[src/rtl/spi_boot_loader.sv]
// spi_boot_loader
//   Copies a 2**BITDEPTH byte image out of a SPI NOR flash (mode 0, READ 03h)
//   into a RAM through a NORA slave write port, then pulses done_o.
//
// Ports
//   clk, reset          : single clock, synchronous active-high reset
//   start_i             : one-cycle pulse, starts a load (honoured in IDLE only)
//   busy_o / done_o     : load in progress / one-cycle completion pulse
//   spi_csn_o, spi_sck_o, spi_mosi_o, spi_miso_i : SPI flash master, mode 0
//   slv_addr_o, slv_datawr_o, slv_datawr_valid_o, slv_req_o, slv_rwn_o :
//                         RAM write port (rwn: 1=read, 0=write)
//   dbg_state_o         : current FSM state, for observation only
//
// Handshake: the RAM write is a fire-and-forget strobe. slv_req_o and
// slv_datawr_valid_o are high together for exactly one clk (the WRITE state)
// with address and data stable in that cycle; the RAM has no way to stall it.
module spi_boot_loader #(
  parameter int          BITDEPTH   = 9,
  parameter logic [23:0] FLASH_BASE = 24'h000000,
  parameter int          CLKDIV     = 2
) (
  input  logic                clk,
  input  logic                reset,
  input  logic                start_i,
  output logic                busy_o,
  output logic                done_o,
  output logic                spi_csn_o,
  output logic                spi_sck_o,
  output logic                spi_mosi_o,
  input  logic                spi_miso_i,
  output logic [BITDEPTH-1:0] slv_addr_o,
  output logic [7:0]          slv_datawr_o,
  output logic                slv_datawr_valid_o,
  output logic                slv_req_o,
  output logic                slv_rwn_o,
  output logic [2:0]          dbg_state_o
);

  typedef enum logic [2:0] {
    IDLE   = 3'd0,
    CMD    = 3'd1,
    DATA   = 3'd2,
    WRITE  = 3'd3,
    FINISH = 3'd4
  } state_t;

  // One counter serves both the SCK half-period and the FINISH hold time.
  localparam int                CW         = $clog2(2 * CLKDIV) + 1;
  localparam logic [CW-1:0]     PHASE_LAST = CW'(CLKDIV - 1);
  localparam logic [CW-1:0]     FIN_LAST   = CW'(2 * CLKDIV - 1);
  localparam logic [CW-1:0]     CNT_ONE    = CW'(1);
  localparam logic [BITDEPTH:0] IDX_LAST   = (BITDEPTH + 1)'(2 ** BITDEPTH - 1);
  localparam logic [BITDEPTH:0] IDX_ONE    = (BITDEPTH + 1)'(1);

  state_t              state_q, state_d;
  logic [CW-1:0]       div_cnt;
  logic                sck_q;      // 0: low half of the bit, 1: high half
  logic [4:0]          bit_cnt;
  logic [31:0]         cmd_sr;
  logic [7:0]          rx_sr;
  logic [BITDEPTH:0]   idx;        // one spare bit so the last increment cannot alias 0
  logic                done_q;

  logic phase_end, bit_end, sample;

  assign phase_end = (div_cnt == PHASE_LAST);
  assign bit_end   = phase_end && sck_q;   // high half ends: sck falls, next bit starts
  assign sample    = phase_end && !sck_q;  // low half ends: sck rises on this edge

  // State register
  always_ff @(posedge clk) begin
    if (reset) state_q <= IDLE;
    else       state_q <= state_d;
  end

  // Next state and state-decoded outputs
  always_comb begin
    state_d            = state_q;
    spi_csn_o          = 1'b1;
    spi_sck_o          = 1'b0;
    spi_mosi_o         = 1'b0;
    busy_o             = 1'b1;
    slv_req_o          = 1'b0;
    slv_datawr_valid_o = 1'b0;
    slv_rwn_o          = 1'b1;
    case (state_q)
      IDLE: begin
        busy_o = 1'b0;
        if (start_i) state_d = CMD;
      end
      CMD: begin
        spi_csn_o  = 1'b0;
        spi_sck_o  = sck_q;
        spi_mosi_o = cmd_sr[31];
        if (bit_end && bit_cnt == 5'd31) state_d = DATA;
      end
      DATA: begin
        spi_csn_o = 1'b0;
        spi_sck_o = sck_q;
        if (bit_end && bit_cnt == 5'd7) state_d = WRITE;
      end
      WRITE: begin
        spi_csn_o          = 1'b0;
        slv_req_o          = 1'b1;
        slv_datawr_valid_o = 1'b1;
        slv_rwn_o          = 1'b0;
        state_d            = (idx == IDX_LAST) ? FINISH : DATA;
      end
      FINISH: begin
        if (div_cnt == FIN_LAST) state_d = IDLE;
      end
      default: state_d = IDLE;
    endcase
  end

  // Datapath: SCK divider, shift registers, byte index, done pulse
  always_ff @(posedge clk) begin
    if (reset) begin
      div_cnt <= '0;
      sck_q   <= 1'b0;
      bit_cnt <= '0;
      cmd_sr  <= '0;
      rx_sr   <= '0;
      idx     <= '0;
      done_q  <= 1'b0;
    end else begin
      // done_o lands in the first IDLE cycle, the same cycle busy_o falls.
      done_q <= (state_q == FINISH) && (div_cnt == FIN_LAST);
      case (state_q)
        IDLE: begin
          div_cnt <= '0;
          sck_q   <= 1'b0;
          bit_cnt <= '0;
          if (start_i) begin
            cmd_sr <= {8'h03, FLASH_BASE};
            idx    <= '0;
          end
        end
        CMD, DATA: begin
          if (phase_end) begin
            div_cnt <= '0;
            sck_q   <= ~sck_q;
          end else begin
            div_cnt <= div_cnt + CNT_ONE;
          end
          if (sample && state_q == DATA) rx_sr <= {rx_sr[6:0], spi_miso_i};
          if (bit_end) begin
            // mosi moves only here, i.e. at the start of a low half
            cmd_sr  <= {cmd_sr[30:0], 1'b0};
            // the 5-bit counter wraps 31->0 on its own when CMD hands over
            bit_cnt <= (state_q == DATA && bit_cnt == 5'd7) ? 5'd0 : bit_cnt + 5'd1;
          end
        end
        WRITE: begin
          idx     <= idx + IDX_ONE;
          div_cnt <= '0;
          sck_q   <= 1'b0;
        end
        FINISH: div_cnt <= div_cnt + CNT_ONE;
        default: ;
      endcase
    end
  end

  assign done_o       = done_q;
  assign slv_addr_o   = idx[BITDEPTH-1:0];
  assign slv_datawr_o = rx_sr;
  assign dbg_state_o  = state_q;

endmodule
[config.mk]
export PLATFORM = sky130hd
export DESIGN_NAME = spi_boot_loader
export DESIGN_NICKNAME = d
export VERILOG_FILES = /design/src/rtl/spi_boot_loader.sv
export SDC_FILE = /design/constraint.sdc
export NUM_CORES = 1
export LEC_CHECK = 0
export ABC_CLOCK_PERIOD_IN_PS = 2150
export BUFFER_PORTS_ARGS = -buffer_cell sky130_fd_sc_hd__buf_2
export CAP_MARGIN = 20
export CORE_MARGIN = 5
export CORE_UTILIZATION = 55
export DETAILED_ROUTE_END_ITERATION = 16
export GPL_TIMING_DRIVEN = 0
export PLACE_DENSITY = 0.89
export SLEW_MARGIN = 10
export SYNTH_ARGS = -nofsm -noshare
export SYNTH_HDL_FRONTEND = slang
export SYNTH_SLANG_ARGS = --single-unit
[constraint.sdc]
create_clock -name clk -period 2.15 [get_ports clk]
set_clock_uncertainty 0.15 [all_clocks]
set_input_delay 0.1075 -clock clk [delete_from_list [all_inputs] [get_ports clk]]
set_output_delay 0.1075 -clock clk [all_outputs]
set_load 0.02 [all_outputs]
==> metrics.md, run 1 <==
| Metric | Value |
|---|---|
| CTS root buf | `clkbuf_4` |
| Row count | `21` |
| Mapped cell area | `a little under 2000 um^2` |
| Vias in the first global route | `1560` |
| WL final | `4.01 mm` |
| WHS | `63.2 ps` |
| Clk sinks | `39` |
| Setup violations, final | `0` |
| Worst hold-check path type | `input pin to flop` |
| Filler cells | `277` |
| Max clock buf depth | `2` |
| Final worst-path cycle share | `between 90% and 100%` |
| Post-synthesis sequential area ratio | `roughly two fifths` |
| Top cell type's share of synthesized area | `39.9%` |
| Post-synth EDFFs | `0` |
| Leakage Power | `0.984 nW` |
| Final-report max-slew violation count | `0` |
| H-tree levels | `2` |
| Die footprint | `4850 um^2` |
| Metal2 WL | `1.88 mm` |
| Routed WL per cell | `around 13 um` |
| Placed Cells incl. Taps | `298` |
| Total power | `1.45 mW` |
| Congestion Overflow GR | `0` |
| Number of remaining DRC errors | `0` |
| Die width | `69.7 um` |
| Critical Path RT | `1890 ps` |
| Crit path depth | `4` |
| Detailed Place HPWL | `between 2 and 3 mm` |
| Fraction of final layout cells with drive strength greater than 1 | `24.0%` |
| Post-CTS Setup Inserts | `0` |
| Peak Freq | `496 MHz` |
| Worst slew pin tran | `519 ps` |
| Yosys reg bits | `39` |
| Largest net degree at the start of global routing | `14` |
| Min Tclk post-route | `2020 ps` |
| Number of diodes | `0` |
| Reg clk slew, reported paths | `120 ps` |
| Run status | `finished clean` |
| Slew headroom | `around two thirds` |
| Skew-Pair Late Insertion Delay | `roughly 350 ps` |
| Max-cap violations | `0` |
| RD Place Congestion | `0.883` |
| Design area | `2250 um^2` |
| Post-DP Area | `~2200 um^2` |
| Synth unique cells | `47` |
| Crit path buf inv count | `3` |
| Cells after Synth | `between 200 and 250` |
| WL met3 | `232 um` |
| Kind of end point of the critical path | `output pin` |
| Antenna violations before repair | `0` |
| Synth Warn # | `0` |
| CP peak stage delay | `about 430 ps` |
| WS Path Type | `flop to output pin` |
| Pint | `989 uW` |
| Gr usage total | `17.3%` |
| CTS tree | `built` |
| RSZ-0062 raised after global routing | `false` |
| CP Cell Sequence | `buf_2, clkbuf_1, and3b_1, buf_2` |
| Type of origin of the critical path | `flop` |
| Switching share of total power | `31.6%` |
| Most used cell, CP | `buf_2` |
| Syn nets | `232` |
| Most used DFF post-synth | `dfxtp_1` |
| R2R cell count | `5` |
| Num CTS Buffers | `5` |
| Peak VDD IR | `~0.52 mV` |
| Pwr/cell area | `643 nW/um^2` |
| Die H | `69.7 um` |
| Vias/cell | `5.52` |
| Part of the power in combinational logic | `a little over a fifth` |
| Setup_tns | `0 ps` |
| CP max stage cell | `dfxtp_1` |
| Final Hold Fails | `0` |
| Mean Syn Cell Area | `8.81 um^2` |
| Sequential share of power | `52.7%` |
| Nets@finish | `271` |
| PortBufs | `30` |
| Clock group share of total power | `26.3%` |
| Area leader, netlist | `dfxtp_1` |
| Top delay family on crit path | `buffers and inverters` |
| Detailed Route Iter0 Violations | `99` |
| I/O Pins | `32` |
| WL met1 | `1.80 mm` |
| Net switching power | `457 uW` |
| Top sig layer | `met4` |
| Final Non-Filler Cells | `308` |
| Fraction of registers with async set/reset | `0%` |
| Antenna violation net count after detailed routing | `0` |
| Core Area | `3390 um^2` |
| Drt first pass iters | `4` |
| CP arrival | `~1800 ps` |
| CP Max Fanout | `10` |
| Synth area leaders | `dfxtp_1, nor2_1, mux2i_1, buf_4, ha_1` |
| First-pass GRT wire length | `6.98 mm` |
| Starting Density | `57.7%` |
| Hold path depth | `2` |
| Via count | `around 1700` |
| Area Overhead vs Synth | `14.8%` |
[through the flow]
stage | worst slack [ps] | utilization (%)
after floorplan | 375 | -
after global placement | 160 | 63.9
after detailed placement | 135 | 63.9
after CTS | 122 | 66.1
after global routing | 4.32 | 66.3
final | 134 | 66.3
[path summary, 6_finish.rpt]
check | to | slack [ps] | from
worst max-delay path | spi_sck_o | 130 | dbg_state_o[2]$_SDFFE_PP0P_
worst min-delay path | cmd_sr[25]$_SDFFE_PP0P_ | 60 | reset
worst max register to register | slv_datawr_o[7]$_SDFFE_PP0P_ | 210 | div_cnt[0]$_SDFFE_PP0P_
worst min register to register | cmd_sr[24]$_SDFFE_PP0P_ | 330 | cmd_sr[24]$_SDFFE_PP0P_
[state kept, by name, indices dropped and copies added (netlist names)]
| register | count |
|---|---|
| bit_cnt | 5 |
| cmd_sr | 8 |
| dbg_state_o | 3 |
| div_cnt | 3 |
| done_o | 1 |
| idx | 10 |
| sck_q | 1 |
| slv_datawr_o | 8 |
[metal layers]
layer | global-route usage [%] | vias up
met4 | 7.02 | 0
met1 | 21.8 | 779
li1 | - | 869
met2 | 28.3 | 44
met5 | 0 | -
met3 | 4.20 | 7
[cells in the mapped netlist (all sizes together) (3+ instances only)]
library cell	instances
nand3	9
a22oi	7
o21ai	8
mux2i	10
or3	7
nor3	4
a31oi	4
nand4	4
nor2	33
dfxtp	39
nor2b	3
nand2	7
a21oi	12
inv	6
and4	3
ha	6
clkbuf	8
buf	14
xor2	3
and3	3
[area by class of cell]
cell class	count	area, um^2	area share (%)
Tap cell	46	57.6	2.56
Sequential cell	39	781	34.7
Buffer	22	134	5.96
Timing Repair Buffer	32	170	7.57
Clock inverter	3	20.0	0.891
Inverter	7	26.3	1.17
Clock buffer	5	37.5	1.67
Multi-Input combinational cell	154	1020	45.4
[timing repair]
action                                 in CTS  in global routing
gates resized for setup                     0                  1
endpoints found under the hold margin       2                  0
hold buffers                                2                  0
setup endpoints to repair                   0                  8
[kinds of logic (layout without fill, tap and decap cells)]
kind of cell             count (synthesis)  after routing  synth area share (%)
adder cells (fa/ha/maj)                  6              6                  3.84
AO/OA/AOI/OAI                           44             44                  15.1
multiplexers                            12             12                  6.27
XOR/XNOR                                 3              3                  2.30
buffers and inverters                   29             69                  8.18
flip-flops                              39             39                  39.9
AND/OR/NAND/NOR                         89             89                  24.4
[power by group through the flow]
stage,combinational (mW),clock (mW),sequential [mW]
after floorplan,0.226,0,0.782
after global routing,0.338,0.422,0.766
after global placement,0.295,0,0.776
after CTS,0.302,0.391,0.762
final,0.304,0.380,0.762
after detailed placement,0.297,0,0.778
[cells in the final DEF (no fill, tap or decap), drive strengths merged, types with 7 or more instances in the layout]
cell type	instances
buf	44
dfxtp	39
nor2	33
clkbuf	13
a21oi	12
mux2i	10
nand3	9
o21ai	8
nand2	7
a22oi	7
or3	7
No activity file was read; power rests on OpenSTA's default activity.
==> inputs of run 2 (changes only) <==
--- a/config.mk
+++ b/config.mk
@@ -5,14 +5,14 @@
 export SDC_FILE = /design/constraint.sdc
 export NUM_CORES = 1
 export LEC_CHECK = 0
-export ABC_CLOCK_PERIOD_IN_PS = 2150
+export ABC_CLOCK_PERIOD_IN_PS = 1600
 export BUFFER_PORTS_ARGS = -buffer_cell sky130_fd_sc_hd__buf_2
 export CAP_MARGIN = 20
 export CORE_MARGIN = 5
-export CORE_UTILIZATION = 55
+export CORE_UTILIZATION = 50
 export DETAILED_ROUTE_END_ITERATION = 16
 export GPL_TIMING_DRIVEN = 0
-export PLACE_DENSITY = 0.89
+export PLACE_DENSITY = 0.86
 export SLEW_MARGIN = 10
 export SYNTH_ARGS = -nofsm -noshare
 export SYNTH_HDL_FRONTEND = slang
==> constraint.sdc (replaced) <==
create_clock -name clk -period 1.6 [get_ports clk]
set_clock_uncertainty 0.15 [all_clocks]
set_input_delay 0.08 -clock clk [delete_from_list [all_inputs] [get_ports clk]]
set_output_delay 0.08 -clock clk [all_outputs]
set_load 0.02 [all_outputs]
==> metrics.md, run 2 (same netlist as run 1, synthesis figures left out) <==
| Metric | Value |
|---|---|
| Hold Crit Endpoint | `cmd_sr[24]$_SDFFE_PP0P_` |
| CP Cell Sequence | `nand3b_1, clkinv_4, buf_6, nand4_1, xor2_1, nor3_1` |
| Leakage Power | `1.25 nW` |
| Layout Utilization | `79.4%` |
| Row count | `22` |
| Critical Path RT | `1620 ps` |
| Largest register FFs | `10` |
| Worst slew pin tran | `658 ps` |
| Most common cell after layout, fill and taps aside | `buf_4` |
| Design area | `2950 um^2` |
| Clk sinks | `39` |
| Congestion Overflow GR | `0` |
| Number of diodes | `0` |
| Largest reg by FF count | `idx` |
| Hold path depth | `3` |
| First-pass GRT wire length | `7.82 mm` |
| Die H | `72.6 um` |
| CTS root buf | `clkbuf_8` |
| RD Place Congestion | `0.879` |
| WL final | `5.99 mm` |
| Peak VDD IR | `0.765 mV` |
| Number of remaining DRC errors | `0` |
| PortBufs | `30` |
| Num CTS Buffers | `5` |
| Reg-to-reg slack, setup | `-110 ps` |
| Worst hold-check path type | `input pin to flop` |
| CP Max Fanout | `7` |
| Max clock buf depth | `2` |
| Slew headroom | `~56%` |
| Filler cells | `approximately 210` |
| Drt first pass iters | `4` |
| Type of origin of the critical path | `flop` |
| WS Path Type | `flop to flop` |
| Via count | `1970` |
| Setup violations, final | `21` |
| Largest net degree at the start of global routing | `14` |
| Antenna violation net count after detailed routing | `0` |
| CP arrival | `1730 ps` |
| Area Overhead vs Synth | `50.7%` |
| Skew-Pair Late Insertion Delay | `300 ps` |
| Gr usage total | `18.5%` |
| Pwr/cell area | `943 nW/um^2` |
| Detailed Place HPWL | `2.96 mm` |
| H-tree levels | `2` |
| Nets@finish | `297` |
| I/O Pins | `32` |
| CTS tree | `built` |
| Final WS setup | `-107 ps` |
| Die width | `just over 70 um` |
| Peak Freq | `~590 MHz` |
| Reg2reg start | `dbg_state_o[2]$_SDFFE_PP0P_` |
| R2R cell count | `6` |
| Worst r2r dst | `idx[3]$_SDFFE_PP0P_` |
| Vias/cell | `5.86` |
| Starting Density | `52.7%` |
| RSZ-0062 raised after global routing | `true` |
| Commonest cells after routing, fill and taps aside | `buf_4, nor2_1, dfxtp_1, buf_2, buf_6` |
| CP peak stage delay | `roughly 370 ps` |
| Run status | `finished with violations` |
| Setup_tns | `-1050 ps` |
| Die footprint | `between 5000 and 6000 um^2` |
| Vias in the first global route | `1748` |
| Final worst-path cycle share | `107%` |
| Reg clk slew, reported paths | `80 ps` |
| Fraction of final layout cells with drive strength greater than 1 | `49.3%` |
| Final Hold Fails | `0` |
| WHS | `113 ps` |
| Final-report max-slew violation count | `0` |
| Core Area | `~3700 um^2` |
| Kind of end point of the critical path | `flop` |
| CP max stage cell | `dfxtp_4` |
| Detailed Route Iter0 Violations | `around 270` |
| Max-cap violations | `0` |
| Post-DP Area | `2220 um^2` |
| Hold path startpoint | `start_i` |
| Min Tclk post-route | `approximately 1700 ps` |
| Antenna violations before repair | `0` |
| Failing checks | `negative setup slack` |
| Routed WL per cell | `17.8 um` |
run 2: layout make-up:
type	instances	area, um^2	share of cell area (%)
inverter	7	31.3	1.06
clock buffer	5	68.8	2.33
tap	48	60.1	2.04
timing repair buffer	61	457	15.5
buffer	19	151	5.13
clock inverter	3	66.3	2.25
multi-input combinational	154	1310	44.3
sequential	39	808	27.4
run 2: per-layer routing:
metal	routed length, um	GRT usage, %	part of all wire [%]
met5	0	0	0
met4	257	7.38	4.3
met3	398	3.88	6.6
met2	3100	31.5	52
met1	2230	22.6	37
run 2: stage by stage:
| stage | cells | setup WS [ps] | power [mW] |
|---|---|---|---|
| floorplan | 222 | -115 | 1.37 |
| global placement | 300 | -290 | 1.46 |
| detailed placement | 300 | -326 | 1.46 |
| CTS | 316 | -80.5 | 2.53 |
| global route | 336 | -207 | 2.87 |
| finish | 336 | -107 | 2.78 |
run 2: critical path, delay by kind of cell, from the launching register on:
kind	cells	cell delay, ps
flip-flops	1	370
AND/OR/NAND/NOR	3	500
buffers and inverters	2	280
XOR/XNOR	1	260
run 2: timing repair:
action / CTS / global route
buffers inserted: 10 / 18
setup endpoints to repair: 41 / 37
endpoints found under the hold margin: 1 / 0
gates resized for setup: 28 / 65
gates cloned: 0 / 2
hold buffers: 1 / 0
pin swaps: 5 / 20
run 2: worst max-delay path by stage:
stage                           startpoint                 endpoint  depth (start not counted)
2_1_floorplan  dbg_state_o[1]$_SDFFE_PP0P_  bit_cnt[3]$_SDFFE_PP0P_                          5
3_3_place_gp   dbg_state_o[1]$_SDFFE_PP0P_  cmd_sr[26]$_SDFFE_PP0P_                          5
3_5_place_dp   dbg_state_o[1]$_SDFFE_PP0P_  cmd_sr[26]$_SDFFE_PP0P_                          5
4_1_cts            div_cnt[1]$_SDFFE_PP0P_  cmd_sr[31]$_SDFFE_PP0P_                          7
5_1_grt            div_cnt[1]$_SDFFE_PP0P_  bit_cnt[1]$_SDFFE_PP0P_                          7
6_report       dbg_state_o[2]$_SDFFE_PP0P_      idx[3]$_SDFFE_PP0P_                          6
run 2: where the power goes:
group,internal (mW),switching [mW]
Clock,0.623,0.372
Combinational,0.363,0.376
Sequential,1.00,0.0448
